`src/rtl/vga_frame_reader.sv`:
```
`timescale 1ns/1ps
// vga_frame_reader: raster-scans the painter's frame buffer and produces
// 640x480@60 VGA timing from a 25 MHz pixel clock. Each frame-buffer pixel is
// replicated 2^SCALE_SHIFT times in x and y. A one-bit request/acknowledge
// handshake tells the painter when a vertical blank begins.
// Optional feature: define BOARD_GRID_OVERLAY_EN to draw a white lattice over
// the picture (every LATTICE_W-th column and LATTICE_H-th row of the buffer).
module vga_frame_reader #(
  parameter int SCR_WIDTH   = 160,
  parameter int SCR_HEIGHT  = 120,
  parameter int SCALE_SHIFT = 2,
  parameter int ADDR_BITS   = 15,
  parameter int COLOR_BITS  = 3,
  parameter int H_ACTIVE    = 640,
  parameter int H_FP        = 16,
  parameter int H_SYNC      = 96,
  parameter int H_BP        = 48,
  parameter int V_ACTIVE    = 480,
  parameter int V_FP        = 10,
  parameter int V_SYNC      = 2,
  parameter int V_BP        = 33
`ifdef BOARD_GRID_OVERLAY_EN
  ,
  parameter int LATTICE_W   = 10,
  parameter int LATTICE_H   = 7
`endif
) (
  input  logic                  Clck,
  input  logic                  Reset,
  output logic [ADDR_BITS-1:0]  address,
  input  logic [COLOR_BITS-1:0] mem_data,
  output logic [COLOR_BITS-1:0] vga_color,
  output logic                  vga_hsync,
  output logic                  vga_vsync,
  output logic                  vga_blank,
  output logic                  out_cont_signal,
  input  logic                  next_out_cont_signal,
  output logic                  frame_overrun
);

  localparam int H_TOTAL  = H_ACTIVE + H_FP + H_SYNC + H_BP;
  localparam int V_TOTAL  = V_ACTIVE + V_FP + V_SYNC + V_BP;
  localparam int HW       = $clog2(H_TOTAL);
  localparam int VW       = $clog2(V_TOTAL);
  localparam int HS_START = H_ACTIVE + H_FP;
  localparam int HS_END   = HS_START + H_SYNC;
  localparam int VS_START = V_ACTIVE + V_FP;
  localparam int VS_END   = VS_START + V_SYNC;

  typedef enum logic {IDLE, REQ} state_t;

  logic [HW-1:0]        h_cnt;
  logic [VW-1:0]        v_cnt;
  logic                 h_wrap;
  logic                 v_wrap;
  logic                 vblank_start;
  state_t               state;

  logic                 active_p0, hs_p0, vs_p0;
  logic [31:0]          fx_p0, fy_p0, addr_full_p0;
  logic [ADDR_BITS-1:0] addr_p0;
  logic                 active_p1, hs_p1, vs_p1;
  logic                 active_p2, hs_p2, vs_p2;
  logic [COLOR_BITS-1:0] pix_p2;

  assign h_wrap       = (h_cnt == HW'(H_TOTAL - 1));
  assign v_wrap       = (v_cnt == VW'(V_TOTAL - 1));
  assign vblank_start = (h_cnt == '0) && (v_cnt == VW'(V_ACTIVE));

  // Raster counters: h_cnt over one line, v_cnt advances on each line wrap
  always_ff @(posedge Clck or posedge Reset) begin
    if (Reset) begin
      h_cnt <= '0;
      v_cnt <= '0;
    end else if (h_wrap) begin
      h_cnt <= '0;
      v_cnt <= v_wrap ? '0 : v_cnt + 1'b1;
    end else begin
      h_cnt <= h_cnt + 1'b1;
    end
  end

  // Stage 0: decode active area, syncs and the frame-buffer address
  always_comb begin
    active_p0    = (h_cnt < HW'(H_ACTIVE)) && (v_cnt < VW'(V_ACTIVE));
    hs_p0        = !((h_cnt >= HW'(HS_START)) && (h_cnt < HW'(HS_END)));
    vs_p0        = !((v_cnt >= VW'(VS_START)) && (v_cnt < VW'(VS_END)));
    fx_p0        = 32'(h_cnt) >> SCALE_SHIFT;
    fy_p0        = 32'(v_cnt) >> SCALE_SHIFT;
    addr_full_p0 = fx_p0 + fy_p0 * 32'(SCR_WIDTH);
    addr_p0      = (active_p0 && (fy_p0 < 32'(SCR_HEIGHT))) ? ADDR_BITS'(addr_full_p0) : '0;
  end

`ifdef BOARD_GRID_OVERLAY_EN
  localparam int XMW = $clog2(LATTICE_W + 1);
  localparam int YMW = $clog2(LATTICE_H + 1);
  localparam logic [HW-1:0] H_SUB = HW'((1 << SCALE_SHIFT) - 1);
  localparam logic [VW-1:0] V_SUB = VW'((1 << SCALE_SHIFT) - 1);

  logic [XMW-1:0] x_mod;
  logic [YMW-1:0] y_mod;
  logic           grid_p0, grid_p1, grid_p2;

  // Running fx % LATTICE_W and fy % LATTICE_H, stepped when a scaled pixel ends
  always_ff @(posedge Clck or posedge Reset) begin
    if (Reset) begin
      x_mod <= '0;
      y_mod <= '0;
    end else if (h_wrap) begin
      x_mod <= '0;
      if (v_wrap)
        y_mod <= '0;
      else if ((v_cnt & V_SUB) == V_SUB)
        y_mod <= (y_mod == YMW'(LATTICE_H - 1)) ? '0 : y_mod + 1'b1;
    end else if ((h_cnt & H_SUB) == H_SUB) begin
      x_mod <= (x_mod == XMW'(LATTICE_W - 1)) ? '0 : x_mod + 1'b1;
    end
  end

  assign grid_p0 = (x_mod == '0) || (y_mod == '0);

  // Grid flag follows the same pipeline as the active flag
  always_ff @(posedge Clck or posedge Reset) begin
    if (Reset) begin
      grid_p1 <= 1'b0;
      grid_p2 <= 1'b0;
    end else begin
      grid_p1 <= grid_p0;
      grid_p2 <= grid_p1;
    end
  end

  assign pix_p2 = grid_p2 ? '1 : mem_data;
`else
  assign pix_p2 = mem_data;
`endif

  // Stage 1: issue the memory address and capture the stage-0 flags
  always_ff @(posedge Clck or posedge Reset) begin
    if (Reset) begin
      address   <= '0;
      active_p1 <= 1'b0;
      hs_p1     <= 1'b1;
      vs_p1     <= 1'b1;
    end else begin
      address   <= addr_p0;
      active_p1 <= active_p0;
      hs_p1     <= hs_p0;
      vs_p1     <= vs_p0;
    end
  end

  // Stage 2: flags wait one clock while the memory returns data
  always_ff @(posedge Clck or posedge Reset) begin
    if (Reset) begin
      active_p2 <= 1'b0;
      hs_p2     <= 1'b1;
      vs_p2     <= 1'b1;
    end else begin
      active_p2 <= active_p1;
      hs_p2     <= hs_p1;
      vs_p2     <= vs_p1;
    end
  end

  // Stage 3: register colour, syncs and blank together so they stay aligned
  always_ff @(posedge Clck or posedge Reset) begin
    if (Reset) begin
      vga_color <= '0;
      vga_hsync <= 1'b1;
      vga_vsync <= 1'b1;
      vga_blank <= 1'b1;
    end else begin
      vga_color <= active_p2 ? pix_p2 : '0;
      vga_hsync <= hs_p2;
      vga_vsync <= vs_p2;
      vga_blank <= !active_p2;
    end
  end

  // Painter handshake: raise a request at vblank start, drop it on acknowledge;
  // an acknowledge coinciding with a new vblank re-arms the request
  always_ff @(posedge Clck or posedge Reset) begin
    if (Reset) begin
      state           <= IDLE;
      out_cont_signal <= 1'b0;
      frame_overrun   <= 1'b0;
    end else begin
      case (state)
        IDLE: begin
          if (vblank_start) begin
            state           <= REQ;
            out_cont_signal <= 1'b1;
          end
        end
        REQ: begin
          if (next_out_cont_signal) begin
            if (!vblank_start) begin
              state           <= IDLE;
              out_cont_signal <= 1'b0;
            end
          end else if (vblank_start) begin
            frame_overrun <= 1'b1;
          end
        end
        default: begin
          state           <= IDLE;
          out_cont_signal <= 1'b0;
        end
      endcase
    end
  end

endmodule

```
`config.mk`:
```
export PLATFORM = sky130hd
export DESIGN_NAME = vga_frame_reader
export DESIGN_NICKNAME = d
export VERILOG_FILES = /design/src/rtl/vga_frame_reader.sv
export SDC_FILE = /design/constraint.sdc
export NUM_CORES = 1
export LEC_CHECK = 0
export ABC_AREA = 1
export CAP_MARGIN = 10
export CORE_MARGIN = 2
export CORE_UTILIZATION = 45
export CTS_BUF_LIST = sky130_fd_sc_hd__clkbuf_4 sky130_fd_sc_hd__clkbuf_8
export DETAILED_ROUTE_END_ITERATION = 8
export PLACE_DENSITY = 0.69
export SLEW_MARGIN = 25
export SYNTH_ARGS = -nofsm -noshare
export SYNTH_HDL_FRONTEND = slang
export SYNTH_SLANG_ARGS = --single-unit
```
`constraint.sdc`:
```
create_clock -name Clck -period 2.46 [get_ports Clck]
set_input_delay 0.369 -clock Clck [delete_from_list [all_inputs] [get_ports Clck]]
set_output_delay 0.369 -clock Clck [all_outputs]
set_load 0.01 [all_outputs]
```
==> out/results.ini, run 1 <==
[status]
status=complete, no violations

[power]
p_int_mw=1.15
power_mw=1.45
leakage_nw=1.60
pwr-share-seq=0.572
switching_share=0.206
irDropWorstVdd_mv=0.234
power.net_switching_mw=0.298
p_per_area_nw_per_um2=455
p_comb_frac=0.030
pwr-share-clk=0.399

[die]
start_util=0.469
fp-row-count=27
fp.dieW_um=80.0
core_um2=5540
dieHeight_um=80.0
io_pins=29
die-area_um2=6400

[drt]
drtIter0Drc=83
avgRoutedWirePerCell_um=12.1
post-route-drc-count=0
ant_nets=0
vias=1997
wirelength_um=4980
first_pass_iters=4
vias_per_cell=4.86

[sta]
slew_viol_final=0
clock.fmax_mhz=439
min_period_ps=2280
tightestPinTransition_ps=493
slew_headroom=0.670
hold_viol=0
period_share=0.926
clock_skew_ps=7.12
setup_viol=0
rsz0062_at_grt=no
tns_ps=0

[worst_setup_path]
cp.required_ps=2690
critPathLaunchType=flip-flop
crit_type=reg2reg
cp-end-kind=flip-flop
cp_max_fo=3
worstPathArrival_ps=2510

[clocking]
clk_path_buf_depth=2
clk_pin_slew_ps=90
clock_tree.root_cell=clkbuf_8
cts_tree=yes
clock_latency_ps=310
cts_sinks=50
cts_buffers=5
htree_levels=2

[finish]
final-seq-area_um2=1260
fillers=488
mostFrequentLayoutCells=nand2_1 (58), inv_1 (45), dfrtp_1 (43), nor2_1 (30), clkdlybuf4s50_1 (28)
layout.nets=365
multi_input_area_um2=1190
drive_gt1_frac=0.124
syn_to_final_growth_pct=22.5
n_antenna_cell=0
layout_commonest_cell=nand2_1

[min_path]
min_path_type=reg2reg

[global_routing]
grt_pass1_vias=1970
gr-usage-met3=0.0271
busiest_layer=met2
grt_pass1_wl_um=8650
antenna_found_initial=0
grtUsageMet1=0.220
grt_max_degree=51
grt_overflow_total=0
grtUsageMet2=0.294
grt_use_total=0.174

[yosys]
syn-num-nets=322
yosysSeqAreaShare=0.485
synth_seq_cells=50
yosysWarnings=0
syn_inst=295
synth_cell_types=30
avgSynthCellArea_um2=8.81
synthFlopType=dfrtp_1
synth_edf_count=0
postSynth.asyncResetShare=1.00
mappedNetlistArea_um2=2600

[placed_design]
dp_hpwl_um=3780
gp_congestion=0.871
io_buffer_count=28

[run]
drv_cap=0

## what timing repair did
item	in CTS	in global routing
endpoints found under the setup margin	0	3
resized for setup	0	6
setup buffers	0	3
hold buffers	0	0
endpoints found under the hold margin	0	0
## registers in the layout (all words and copies together) (netlist names), 3 cells and up
register	flops
h_cnt	10
address	15
v_cnt	10
vga_color	3
## critical path, stage by stage, from the launching register on
cell and delay [ps]:
dfrtp_1 440, ha_4 280, ha_2 180, inv_1 60
fa_2 450, nor2_2 110, nand3_1 70, nand2_1 80
nand2_1 70, nor2_2 130, buf_4 120, o21ai_0 70
a21oi_1 140
## kinds of logic after synthesis
kind of cell	count (synthesis)	synth area share
flops	50	0.485
simple gates	142	0.255
mux	1	0.00433
buf+inv	48	0.0693
fa+ha+maj	21	0.107
xor+xnor	9	0.0303
compound gates	24	0.0496
## metal layers
| metal | vias to the layer above | part of all wire |
|---|---|---|
| met2 | 45 | 0.48 |
| met3 | 7 | 0.043 |
| li1 | 1031 | - |
| met4 | 0 | 0.017 |
| met5 | - | 0 |
| met1 | 914 | 0.46 |
## worst paths after layout
| path | start | end | slack (ps) | cells after the start |
|---|---|---|---|---|
| hold / removal | active_p1 | active_p2 | 360 | 0 |
| max in group asynchronous | Reset | hs_p1 | 1770 | 3 |
| setup reg to reg | v_cnt[5] | address[12] | 180 | 12 |
| min in group asynchronous | Reset | out_cont_signal | 420 | 3 |
| hold reg to reg | active_p1 | active_p2 | 360 | 0 |
| setup / recovery | v_cnt[5] | address[12] | 180 | 12 |
## area by class of cell
cell class	instances	share of cell area
multi-input cells	197	0.374
well taps	72	0.0283
inverters	48	0.0566
clock buffers	5	0.0216
flip-flops and latches	50	0.396
clock inverters	3	0.0137
repair buffers	36	0.111
## synthesized netlist by cell type, types with 2 or more instances
cell type	n	area (µm²)
nor2_2	2	12.5
dfrtp_1	43	1080
nor3_1	10	50.1
xnor2_1	2	17.5
fa_1	2	40.0
ha_1	19	238
o21bai_1	2	15.0
o21ai_0	7	35.0
inv_1	46	173
nor4_1	2	12.5
nor2_1	32	120
inv_2	2	7.51
nor3b_1	2	15.0
a21oi_1	13	65.1
xor2_1	7	61.3
nand2_1	58	218
nand4_1	8	50.1
nand3_1	19	95.1
dfstp_2	7	184
nor3_2	2	20.0
## power by group through the flow
stage | combinational (mW) | sequential, mW | clock, mW
after floorplan | 0.0164 | 0.846 | 0
after global placement | 0.0443 | 0.844 | 0
after detailed placement | 0.0443 | 0.844 | 0
after CTS | 0.0445 | 0.828 | 0.590
after global routing | 0.0486 | 0.829 | 0.635
final | 0.0429 | 0.828 | 0.577
## through the flow
step	area (µm²)	utilization	std cells	hold slack [ps]	setup slack, ps
after floorplan	2600	-	295	331	216
after global placement	3020	0.545	400	334	189
after detailed placement	3020	0.545	400	342	94.1
after CTS	3130	0.565	408	361	53.7
after global routing	3190	0.575	411	369	11.7
final	3190	0.575	411	360	182
Power figures use the tool's default switching activity.
==> run 2: changes to the inputs <==
--- a/config.mk
+++ b/config.mk
@@ -12,6 +12,7 @@
 export CTS_BUF_LIST = sky130_fd_sc_hd__clkbuf_4 sky130_fd_sc_hd__clkbuf_8
 export DETAILED_ROUTE_END_ITERATION = 8
 export PLACE_DENSITY = 0.69
+export SETUP_SLACK_MARGIN = 0.2
 export SLEW_MARGIN = 25
 export SYNTH_ARGS = -nofsm -noshare
 export SYNTH_HDL_FRONTEND = slang
==> run 2 against run 1 <==
Net effect:
- critical path depth up 1
- global-route usage up 0.28 points
- total power down 0.38%
- clock skew down 2.0 ps
- clock-buffer cell count unchanged
- clock power down 0.9%
- core utilization up 0.81 points
- non-clock buffer count up 3
==> out/results.ini, run 2 (same netlist as run 1, synthesis figures left out) <==
[status]
status=complete, no violations  ; unchanged

[die]
fp-row-count=27  ; unchanged
dieHeight_um=80.0  ; unchanged
start_util=0.469  ; unchanged
fp.dieW_um=80.0  ; unchanged
core_um2=5540  ; unchanged
die-area_um2=6400  ; unchanged
io_pins=29  ; unchanged

[finish]
reg_top3=address (15), h_cnt (10), v_cnt (10)  ; unchanged
largest_reg_flops=15  ; unchanged
largest_register=address  ; unchanged
n_antenna_cell=0  ; unchanged
layout.nets=368  ; was 365
layout_commonest_cell=nand2_1  ; unchanged
drive_gt1_frac=0.164  ; was 0.124
mostFrequentLayoutCells=nand2_1 (54), inv_1 (43), dfrtp_1 (42), nor2_1 (29), clkdlybuf4s50_1 (28)  ; was nand2_1 (58), inv_1 (45), dfrtp_1 (43), nor2_1 (30), clkdlybuf4s50_1 (28)
syn_to_final_growth_pct=24.3  ; was 22.5%

[clocking]
clk_path_buf_depth=2  ; unchanged
clk_pin_slew_ps=90  ; about the same
clock_latency_ps=300  ; was 310 ps
cts_hold_buf=0  ; unchanged
clock_tree.root_cell=clkbuf_8  ; unchanged
htree_levels=2  ; unchanged
cts_buffers=5  ; unchanged
cts_sinks=50  ; unchanged
cts_tree=yes  ; unchanged

[worst_setup_path]
worst_path_dominant_cell_family=adder cells  ; unchanged
critPathLaunchType=flip-flop  ; unchanged
path_cells=ha_1 > ha_2 > inv_2 > fa_2 > nor2_2 > nand2_1 > nand2_2 > nand2_2 > nor2_4 > nand3_2 > nand2_2 > nand2_1 > nor2_1  ; was ha_4 > ha_2 > inv_1 > fa_2 > nor2_2 > nand3_1 > nand2_1 > nand2_1 > nor2_2 > buf_4 > o21ai_0 > a21oi_1
slowest_delay_ps=440  ; was 450 ps
cp_max_fo=3  ; unchanged
cp_common_cell=nand2_2
crit_type=reg2reg  ; unchanged
cp.required_ps=2690  ; about the same
worstPathArrival_ps=2540  ; was 2510 ps
slowest_stage=fa_2  ; unchanged
cp-end-kind=flip-flop  ; unchanged
path_buf_inv=1  ; was 2

[sta]
clock.fmax_mhz=433  ; was 439 MHz
period_share=0.938  ; was 0.926
rsz0062_at_grt=yes  ; was no
setup_viol=0  ; unchanged
tightestPinTransition_ps=519  ; was 493 ps
tns_ps=0  ; unchanged
slew_viol_final=0  ; unchanged
min_period_ps=2310  ; was 2280 ps
clock_skew_ps=5.14  ; was 7.12 ps
slew_headroom=0.652  ; was 0.670
hold_viol=0  ; unchanged

[drt]
wirelength_um=5140  ; was 4980 µm
drtIter0Drc=74  ; was 83
avgRoutedWirePerCell_um=12.4  ; was 12.1 µm
first_pass_iters=4  ; unchanged
ant_nets=0  ; unchanged
vias=2030  ; was 1997
vias_per_cell=4.90  ; was 4.86
post-route-drc-count=0  ; unchanged

[min_path]
min_path_type=reg2reg  ; unchanged

[global_routing]
grt_overflow_total=0  ; unchanged
grt_max_degree=51  ; unchanged
grt_pass1_wl_um=8770  ; was 8650 µm
grt_pass1_vias=2017  ; was 1970
grt_use_total=0.177  ; was 0.174
antenna_found_initial=0  ; unchanged

[power]
irDropWorstVdd_mv=0.234  ; about the same
leakage_nw=1.61  ; was 1.60 nW
power_mw=1.44  ; was 1.45 mW
p_per_area_nw_per_um2=446  ; was 455 nW/µm²

[placed_design]
dp_hpwl_um=3780  ; unchanged
io_buffer_count=28  ; unchanged
gp_congestion=0.871  ; unchanged

[run]
drv_cap=0  ; unchanged

## run 2: cell count changes in the layout (fill, tap and decap cells not counted), sizes merged
cell	before	now
buf	8	11
## run 2: path summary, 6_finish.rpt
check / cells past startpoint / slack [ps] / to / startpoint
setup / recovery: 13 / 150 / address[14] / v_cnt[3]
hold / removal: 0 / 360 / active_p2 / active_p1
setup reg to reg: 13 / 150 / address[14] / v_cnt[3]
hold reg to reg: 0 / 360 / active_p2 / active_p1
max in group asynchronous: 3 / 1760 / hs_p1 / Reset
min in group asynchronous: 3 / 420 / out_cont_signal / Reset
## run 2: layout make-up
class | instances | area, µm²
Inverter | 48 | 180
Clock buffer | 5 | 68.8
Tap cell | 72 | 90.1
Sequential cell | 50 | 1260
Clock inverter | 3 | 43.8
Timing Repair Buffer | 39 | 375
Multi-Input combinational cell | 197 | 1210
Fill cell | 484 | 2310
## run 2: metal layers
metal  share of wire  GRT usage
met1            0.46      0.221
met2            0.48      0.299
met3           0.033     0.0271
met4           0.024     0.0831
met5               0          0
## run 2: metrics by stage
stage | area, µm² | utilization | instances | setup WS, ps | hold slack, ps
2_1_floorplan | 2600 | - | 295 | 216 | 331
3_3_place_gp | 3020 | 0.545 | 400 | 189 | 334
3_5_place_dp | 3020 | 0.545 | 400 | 94.1 | 342
4_1_cts | 3180 | 0.573 | 413 | 187 | 361
5_1_grt | 3230 | 0.583 | 414 | 1.74 | 369
6_report | 3230 | 0.583 | 414 | 152 | 359
## run 2: timing repair
item,4_1_cts,5_1_grt
setup endpoints to repair,2,3
pin swaps,8,11
buffers inserted,5,1
gates resized for setup,4,14
## run 2: power breakdown
group	switching, mW	internal [mW]	leakage, nW
Clock	0.267	0.305	0.0585
Sequential	0.00177	0.826	0.629
Combinational	0.0233	0.0196	0.924
